File: src/rtl/nodf_status_pkg.sv
// Shared types and defaults for the non-dataflow handshake status tracker.
package nodf_status_pkg;

  localparam int DEF_CNT_W = 32;
  localparam int DEF_DEPTH = 8;

  typedef enum logic [1:0] {
    ST_IDLE     = 2'd0,
    ST_ACTIVE   = 2'd1,
    ST_STALL    = 2'd2,
    ST_FINISHED = 2'd3
  } mod_state_t;

  // Priority decode of the coarse module state: finished beats stall beats busy.
  function automatic mod_state_t status_decode(input logic finished,
                                               input logic stalled,
                                               input logic busy);
    if (finished)     return ST_FINISHED;
    else if (stalled) return ST_STALL;
    else if (busy)    return ST_ACTIVE;
    else              return ST_IDLE;
  endfunction

endpackage

File: src/rtl/nodf_ts_fifo.sv
// Small timestamp FIFO with same-cycle bypass: when empty, a simultaneous
// push and pop hand the pushed word straight to the pop side without storing it.
module nodf_ts_fifo #(
  parameter  int WIDTH = 32,
  parameter  int DEPTH = 8,
  localparam int AW    = $clog2(DEPTH),
  localparam int CW    = $clog2(DEPTH) + 1
) (
  input  logic             clock,
  input  logic             reset,
  input  logic             push,
  input  logic [WIDTH-1:0] push_data,
  input  logic             pop,
  output logic [WIDTH-1:0] pop_data,
  output logic             full,
  output logic             empty,
  output logic [CW-1:0]    count,
  output logic [CW-1:0]    count_next
);

  logic [WIDTH-1:0] mem_reg [DEPTH];
  logic [AW-1:0]    wr_ptr_reg;
  logic [AW-1:0]    rd_ptr_reg;
  logic [CW-1:0]    count_reg;

  logic bypass;
  logic pop_ok;
  logic push_ok;

  assign empty  = (count_reg == '0);
  assign full   = (count_reg == CW'(DEPTH));
  assign bypass = push & pop & empty;
  assign pop_ok = pop & ~empty;
  // A full FIFO still accepts a push when the same cycle frees a slot.
  assign push_ok = push & ~bypass & (~full | pop_ok);

  assign pop_data   = bypass ? push_data : mem_reg[rd_ptr_reg];
  assign count      = count_reg;
  assign count_next = count_reg + CW'(push_ok) - CW'(pop_ok);

  // Storage array; every slot clears on reset so no stale timestamp survives.
  always_ff @(posedge clock or negedge reset) begin
    if (!reset) begin
      for (int i = 0; i < DEPTH; i++) mem_reg[i] <= '0;
    end else if (push_ok) begin
      mem_reg[wr_ptr_reg] <= push_data;
    end
  end

  // Pointers wrap naturally because DEPTH is a power of two.
  always_ff @(posedge clock or negedge reset) begin
    if (!reset) begin
      wr_ptr_reg <= '0;
      rd_ptr_reg <= '0;
      count_reg  <= '0;
    end else begin
      if (push_ok) wr_ptr_reg <= wr_ptr_reg + AW'(1);
      if (pop_ok)  rd_ptr_reg <= rd_ptr_reg + AW'(1);
      count_reg <= count_next;
    end
  end

endmodule

File: src/rtl/nodf_module_status.sv
// Passive status tracker for one ap_start/ap_ready/ap_done/ap_continue
// handshake: transaction counts, latency, ready interval, stall cycles, state.
module nodf_module_status
  import nodf_status_pkg::*;
#(
  parameter  int CNT_W = DEF_CNT_W,
  parameter  int DEPTH = DEF_DEPTH,
  localparam int IFW   = $clog2(DEPTH) + 1
) (
  input  logic             clock,
  input  logic             reset,
  input  logic             ap_start,
  input  logic             ap_ready,
  input  logic             ap_done,
  input  logic             ap_continue,
  input  logic             finish,
  output logic [1:0]       state,
  output logic [CNT_W-1:0] ready_cnt,
  output logic [CNT_W-1:0] done_cnt,
  output logic [IFW-1:0]   in_flight,
  output logic [CNT_W-1:0] latency_last,
  output logic [CNT_W-1:0] interval_last,
  output logic [CNT_W-1:0] stall_cycles,
  output logic             ready_evt,
  output logic             done_evt,
  output logic             overflow,
  output logic             underflow
);

  logic [CNT_W-1:0] cyc_reg;
  logic             pending_reg, pending_next;
  logic [CNT_W-1:0] start_ts_reg, start_ts_next;
  logic [CNT_W-1:0] last_ready_reg, last_ready_next;
  logic             seen_ready_reg, seen_ready_next;
  logic             finished_reg, finished_next;
  logic [CNT_W-1:0] ready_cnt_reg, ready_cnt_next;
  logic [CNT_W-1:0] done_cnt_reg, done_cnt_next;
  logic [CNT_W-1:0] latency_reg, latency_next;
  logic [CNT_W-1:0] interval_reg, interval_next;
  logic [CNT_W-1:0] stall_reg, stall_next;
  logic             ready_evt_reg, done_evt_reg;
  logic             overflow_reg, overflow_next;
  logic             underflow_reg, underflow_next;
  mod_state_t       state_reg, state_next;

  logic             run;
  logic             start_evt;
  logic             rdy_evt;
  logic             dn_evt;
  logic             stl_evt;
  logic [CNT_W-1:0] push_ts;
  logic [CNT_W-1:0] pop_ts;
  logic             fifo_full;
  logic             fifo_empty;
  logic [IFW-1:0]   fifo_count;
  logic [IFW-1:0]   fifo_count_next;

  // Once finish is seen (including the cycle it is first sampled) all tracking freezes.
  assign run       = ~finished_reg & ~finish;
  assign start_evt = run & ap_start & ~pending_reg;
  assign rdy_evt   = run & ap_start & ap_ready;
  assign dn_evt    = run & ap_done & ap_continue;
  assign stl_evt   = run & ap_done & ~ap_continue;
  // A start and ready in the same cycle stamp the current cycle directly.
  assign push_ts   = pending_reg ? start_ts_reg : cyc_reg;

  nodf_ts_fifo #(
    .WIDTH (CNT_W),
    .DEPTH (DEPTH)
  ) u_ts_fifo (
    .clock      (clock),
    .reset      (reset),
    .push       (rdy_evt),
    .push_data  (push_ts),
    .pop        (dn_evt),
    .pop_data   (pop_ts),
    .full       (fifo_full),
    .empty      (fifo_empty),
    .count      (fifo_count),
    .count_next (fifo_count_next)
  );

  // Next-state for all tracking registers; defaults hold the current value.
  always_comb begin
    pending_next    = pending_reg;
    start_ts_next   = start_ts_reg;
    last_ready_next = last_ready_reg;
    seen_ready_next = seen_ready_reg;
    ready_cnt_next  = ready_cnt_reg;
    done_cnt_next   = done_cnt_reg;
    latency_next    = latency_reg;
    interval_next   = interval_reg;
    stall_next      = stall_reg;
    overflow_next   = overflow_reg;
    underflow_next  = underflow_reg;
    finished_next   = finished_reg | finish;

    if (start_evt) begin
      pending_next  = 1'b1;
      start_ts_next = cyc_reg;
    end

    if (rdy_evt) begin
      pending_next    = 1'b0;
      ready_cnt_next  = ready_cnt_reg + CNT_W'(1);
      seen_ready_next = 1'b1;
      last_ready_next = cyc_reg;
      if (seen_ready_reg) interval_next = cyc_reg - last_ready_reg;
      if (fifo_full && !dn_evt) overflow_next = 1'b1;
    end

    if (dn_evt) begin
      done_cnt_next = done_cnt_reg + CNT_W'(1);
      // An empty FIFO still yields a timestamp when a push bypasses to the pop.
      if (fifo_empty && !rdy_evt) underflow_next = 1'b1;
      else                        latency_next   = cyc_reg - pop_ts;
    end

    if (stl_evt) stall_next = stall_reg + CNT_W'(1);

    state_next = status_decode(finished_next,
                               ap_done & ~ap_continue,
                               pending_next | ap_start | (fifo_count_next != '0));
  end

  // Free-running cycle stamp, wraps modulo 2^CNT_W.
  always_ff @(posedge clock or negedge reset) begin
    if (!reset) cyc_reg <= '0;
    else        cyc_reg <= cyc_reg + CNT_W'(1);
  end

  // Pending-start and last-ready bookkeeping.
  always_ff @(posedge clock or negedge reset) begin
    if (!reset) begin
      pending_reg    <= 1'b0;
      start_ts_reg   <= '0;
      last_ready_reg <= '0;
      seen_ready_reg <= 1'b0;
      finished_reg   <= 1'b0;
    end else begin
      pending_reg    <= pending_next;
      start_ts_reg   <= start_ts_next;
      last_ready_reg <= last_ready_next;
      seen_ready_reg <= seen_ready_next;
      finished_reg   <= finished_next;
    end
  end

  // Reported counters, measurements, flags, pulses and state.
  always_ff @(posedge clock or negedge reset) begin
    if (!reset) begin
      ready_cnt_reg <= '0;
      done_cnt_reg  <= '0;
      latency_reg   <= '0;
      interval_reg  <= '0;
      stall_reg     <= '0;
      overflow_reg  <= 1'b0;
      underflow_reg <= 1'b0;
      ready_evt_reg <= 1'b0;
      done_evt_reg  <= 1'b0;
      state_reg     <= ST_IDLE;
    end else begin
      ready_cnt_reg <= ready_cnt_next;
      done_cnt_reg  <= done_cnt_next;
      latency_reg   <= latency_next;
      interval_reg  <= interval_next;
      stall_reg     <= stall_next;
      overflow_reg  <= overflow_next;
      underflow_reg <= underflow_next;
      ready_evt_reg <= rdy_evt;
      done_evt_reg  <= dn_evt;
      state_reg     <= state_next;
    end
  end

  assign state         = state_reg;
  assign ready_cnt     = ready_cnt_reg;
  assign done_cnt      = done_cnt_reg;
  assign in_flight     = fifo_count;
  assign latency_last  = latency_reg;
  assign interval_last = interval_reg;
  assign stall_cycles  = stall_reg;
  assign ready_evt     = ready_evt_reg;
  assign done_evt      = done_evt_reg;
  assign overflow      = overflow_reg;
  assign underflow     = underflow_reg;

endmodule

File: config.mk
export PLATFORM = sky130hd
export DESIGN_NAME = nodf_module_status
export DESIGN_NICKNAME = d
export VERILOG_FILES = /design/src/rtl/nodf_status_pkg.sv /design/src/rtl/nodf_ts_fifo.sv /design/src/rtl/nodf_module_status.sv
export SDC_FILE = /design/constraint.sdc
export NUM_CORES = 1
export LEC_CHECK = 0
export CORE_ASPECT_RATIO = 1.1
export CORE_MARGIN = 2
export CORE_UTILIZATION = 60
export DETAILED_ROUTE_END_ITERATION = 16
export PLACE_DENSITY = 0.87
export SLEW_MARGIN = 25
export SYNTH_ARGS = -nofsm -noshare
export SYNTH_HDL_FRONTEND = slang
export SYNTH_HIERARCHICAL = 1
export SYNTH_SLANG_ARGS = --single-unit
File: constraint.sdc
create_clock -name clock -period 6.3 [get_ports clock]
set_input_delay 0.63 -clock clock [delete_from_list [all_inputs] [get_ports clock]]
set_output_delay 0.63 -clock clock [all_outputs]
set_load 0.01 [all_outputs]
==> out/qor.yml <==
drv_slew: 0
tightest_slew_ns: 0.924
nets: 2602
critPathMaxFanout: 8
ys_warn_count: 6
drt_pass1_iterations: 8
status: "finished clean"
grt_max_degree: 159
layout_common_cells: "530 x dfrtp_1, 218 x nand2_1, 204 x mux2_2, 182 x mux2_4, 175 x clkdlybuf4s50_1"
cts_buffers: 53
clock_skew_ns: 0.0190
p_int_mw: 5.44
p_sw_mw: 1.81
worstSetupPathType: "in -> reg"
synth.top_cell.area_share: 0.479
track_usage: 0.293
dieArea_sq_um: 48000
syn_to_final_growth_pct: 14.3
gp_congestion: 0.956
die_w_um: 209
die_y_um: 230
crit_arrival_ns: 5.35
clk_pin_slew_ns: 0.06
cts_buffer_depth: 3
total_power_mw: 7.25
power_density_nw_per_um2: 228
maxCapViolCount: 0
crit_path_end_kind: "register"
grt-ovfl-total: 0
multi_input_area_sq_um: 13600
first_global_vias: 20300
final_common_cell: "dfrtp_1"
cts-root-buf: "clkbuf_16"
netlist_top_cells_area: "dfrtp_1 48%, mux2_4 9.8%, mux2_2 8.3%"
regArea_sq_um: 13300
grt_pass1_wl_um: 112000
place_area_sq_um: 29900
rsz0062_at_grt: "false"
fillerInstances: 2954
fin_tns_setup_ns: 0
syn_nets: 2447
max_freq_ghz: 0.206
clock-sinks: 531
ys_seq_area_frac: 0.479
cpPeakStageDelay_ns: 0.56
ios: 177
antenna_left: 0
sw_frac_of_total: 0.250
syn-instance-count: 2364
antenna_found_initial: 0
setup_violations: 0
antennaDiodeCount: 0
fin_crit_ns: 4.87
drc: 0
ys_ff_latch: 531
vias: 19500
cp-start-kind: "input pin"
io_buffers: 176
synth_ff_type: "dfrtp_1"
max-vdd-ir-drop_mv: 0.217
avgViaCountPerCell: 6.19
clock_latency_ns: 0.62
period_share: 0.772
p_leak_nw: 15.6
initial_core_util: 0.608
crit_slowest_cell: "a2111oi_0"
wl_um: 69900
power_frac_comb: 0.084
synthesis.area_sq_um: 27700
fin_area_sq_um: 31700
largest_reg_flops: 256
hold_class: "in -> async"
avgSynthCellArea_sq_um: 11.7
yosysUniqueCellTypes: 82
core_area_sq_um: 45700
drtIter0Drc: 1902
required_ns: 6.78
finalHoldViolations: 0
ys_async_sr_fraction: 1.00
crit_chain: "clkdlybuf4s50_1 -> nor2_4 -> nand3_1 -> clkinv_1 -> and2_1 -> and2_1 -> o31ai_1 -> ha_1 -> fa_1 -> nor2b_1 -> o31ai_1 -> a2111oi_0 -> o21a_1 -> a41o_1 -> a41oi_1 -> o21ai_1 -> xnor2_1 -> o21ai_1"
synth.largest_area_cell: "dfrtp_1"
maxSlewHeadroom: 0.379
synth_edf_count: 0
whs_ns: 0.463
r2r_slack_ns: 1.49
dp_hpwl_um: 46100
p_seq_frac: 0.482
wl_per_cell_um: 22.2
pwr-share-clk: 0.434
cts_tree: "done"
row_count: 82
drive_gt1_frac: 0.216
cts_max_level: 2
## metal layers
layer | track usage | share of wire
met1 | 0.384 | 0.41
met5 | 0 | 0
met3 | 0.0614 | 0.072
met2 | 0.481 | 0.48
met4 | 0.106 | 0.030
## layout make-up
class	count	share of cell area
Sequential cell	531	0.419
Tap cell	588	0.0232
Clock inverter	20	0.00517
Clock buffer	77	0.0494
Timing Repair Buffer	208	0.0656
Inverter	84	0.0100
Multi-Input combinational cell	1641	0.428
## synth_stat cells (34+ instances only)
library cell	instances
mux2_4	182
o22ai_1	34
nand3_1	79
a21oi_1	64
ha_1	73
o31ai_1	34
dfrtp_1	531
nor2_1	75
xnor2_1	115
inv_1	81
clkbuf_1	58
o21ai_0	125
mux2i_1	65
nand2_1	220
xor2_1	70
mux2_2	204
## worst max-delay path: cells and delay by family
kind	cells	cell delay, ns
AOI/OAI and AO/OA	8	1.95
xor gates and xnor gates	1	0.15
and+or+nand+nor	5	1.36
adders and majority gates	2	0.64
buffers and inverters	2	0.58
## timing repair
item,4_1_cts,5_1_grt
endpoints found under the hold margin,0,23
setup buffers,0,0
resized for setup,0,0
hold buffers,0,1
## path summary, 6_finish.rpt
path | startpoint | cells past startpoint | end
worst max-delay path | finish | 18 | latency_last[30]$_DFFE_PN0P_
worst min-delay path | reset | 2 | latency_last[12]$_DFFE_PN0P_
worst max register to register | finished_reg$_DFF_PN0_ | 17 | latency_last[30]$_DFFE_PN0P_
worst min register to register | interval_last[3]$_DFFE_PN0P_ | 2 | interval_last[3]$_DFFE_PN0P_
max in group asynchronous | reset | 4 | u_ts_fifo/rd_ptr_reg[0]$_DFFE_PN0P_
min in group clock | interval_last[3]$_DFFE_PN0P_ | 2 | interval_last[3]$_DFFE_PN0P_
## per-stage QoR
stage / instances / setup WS, ns / util
floorplan: 2364 / 1.24 / -
global placement: 3050 / 1.10 / 0.656
detailed placement: 3050 / 0.980 / 0.656
CTS: 3147 / 1.57 / 0.694
global route: 3149 / 1.12 / 0.695
finish: 3149 / 1.43 / 0.695
## power groups by stage
stage	registers (mW)	clock network, mW	logic [mW]
2_1_floorplan	3.54	0	0.371
6_report	3.49	3.14	0.612
3_5_place_dp	3.55	0	0.599
3_3_place_gp	3.55	0	0.584
5_1_grt	3.49	3.31	0.672
4_1_cts	3.49	3.17	0.603
## cells by family after synthesis
| group | synth area share |
|---|---|
| xor+xnor | 0.0584 |
| simple gates | 0.0933 |
| fa+ha+maj | 0.0351 |
| flops | 0.479 |
| compound gates | 0.0957 |
| buf+inv | 0.0331 |
| mux | 0.206 |
Note: power is estimated with default switching activity, not from simulation.
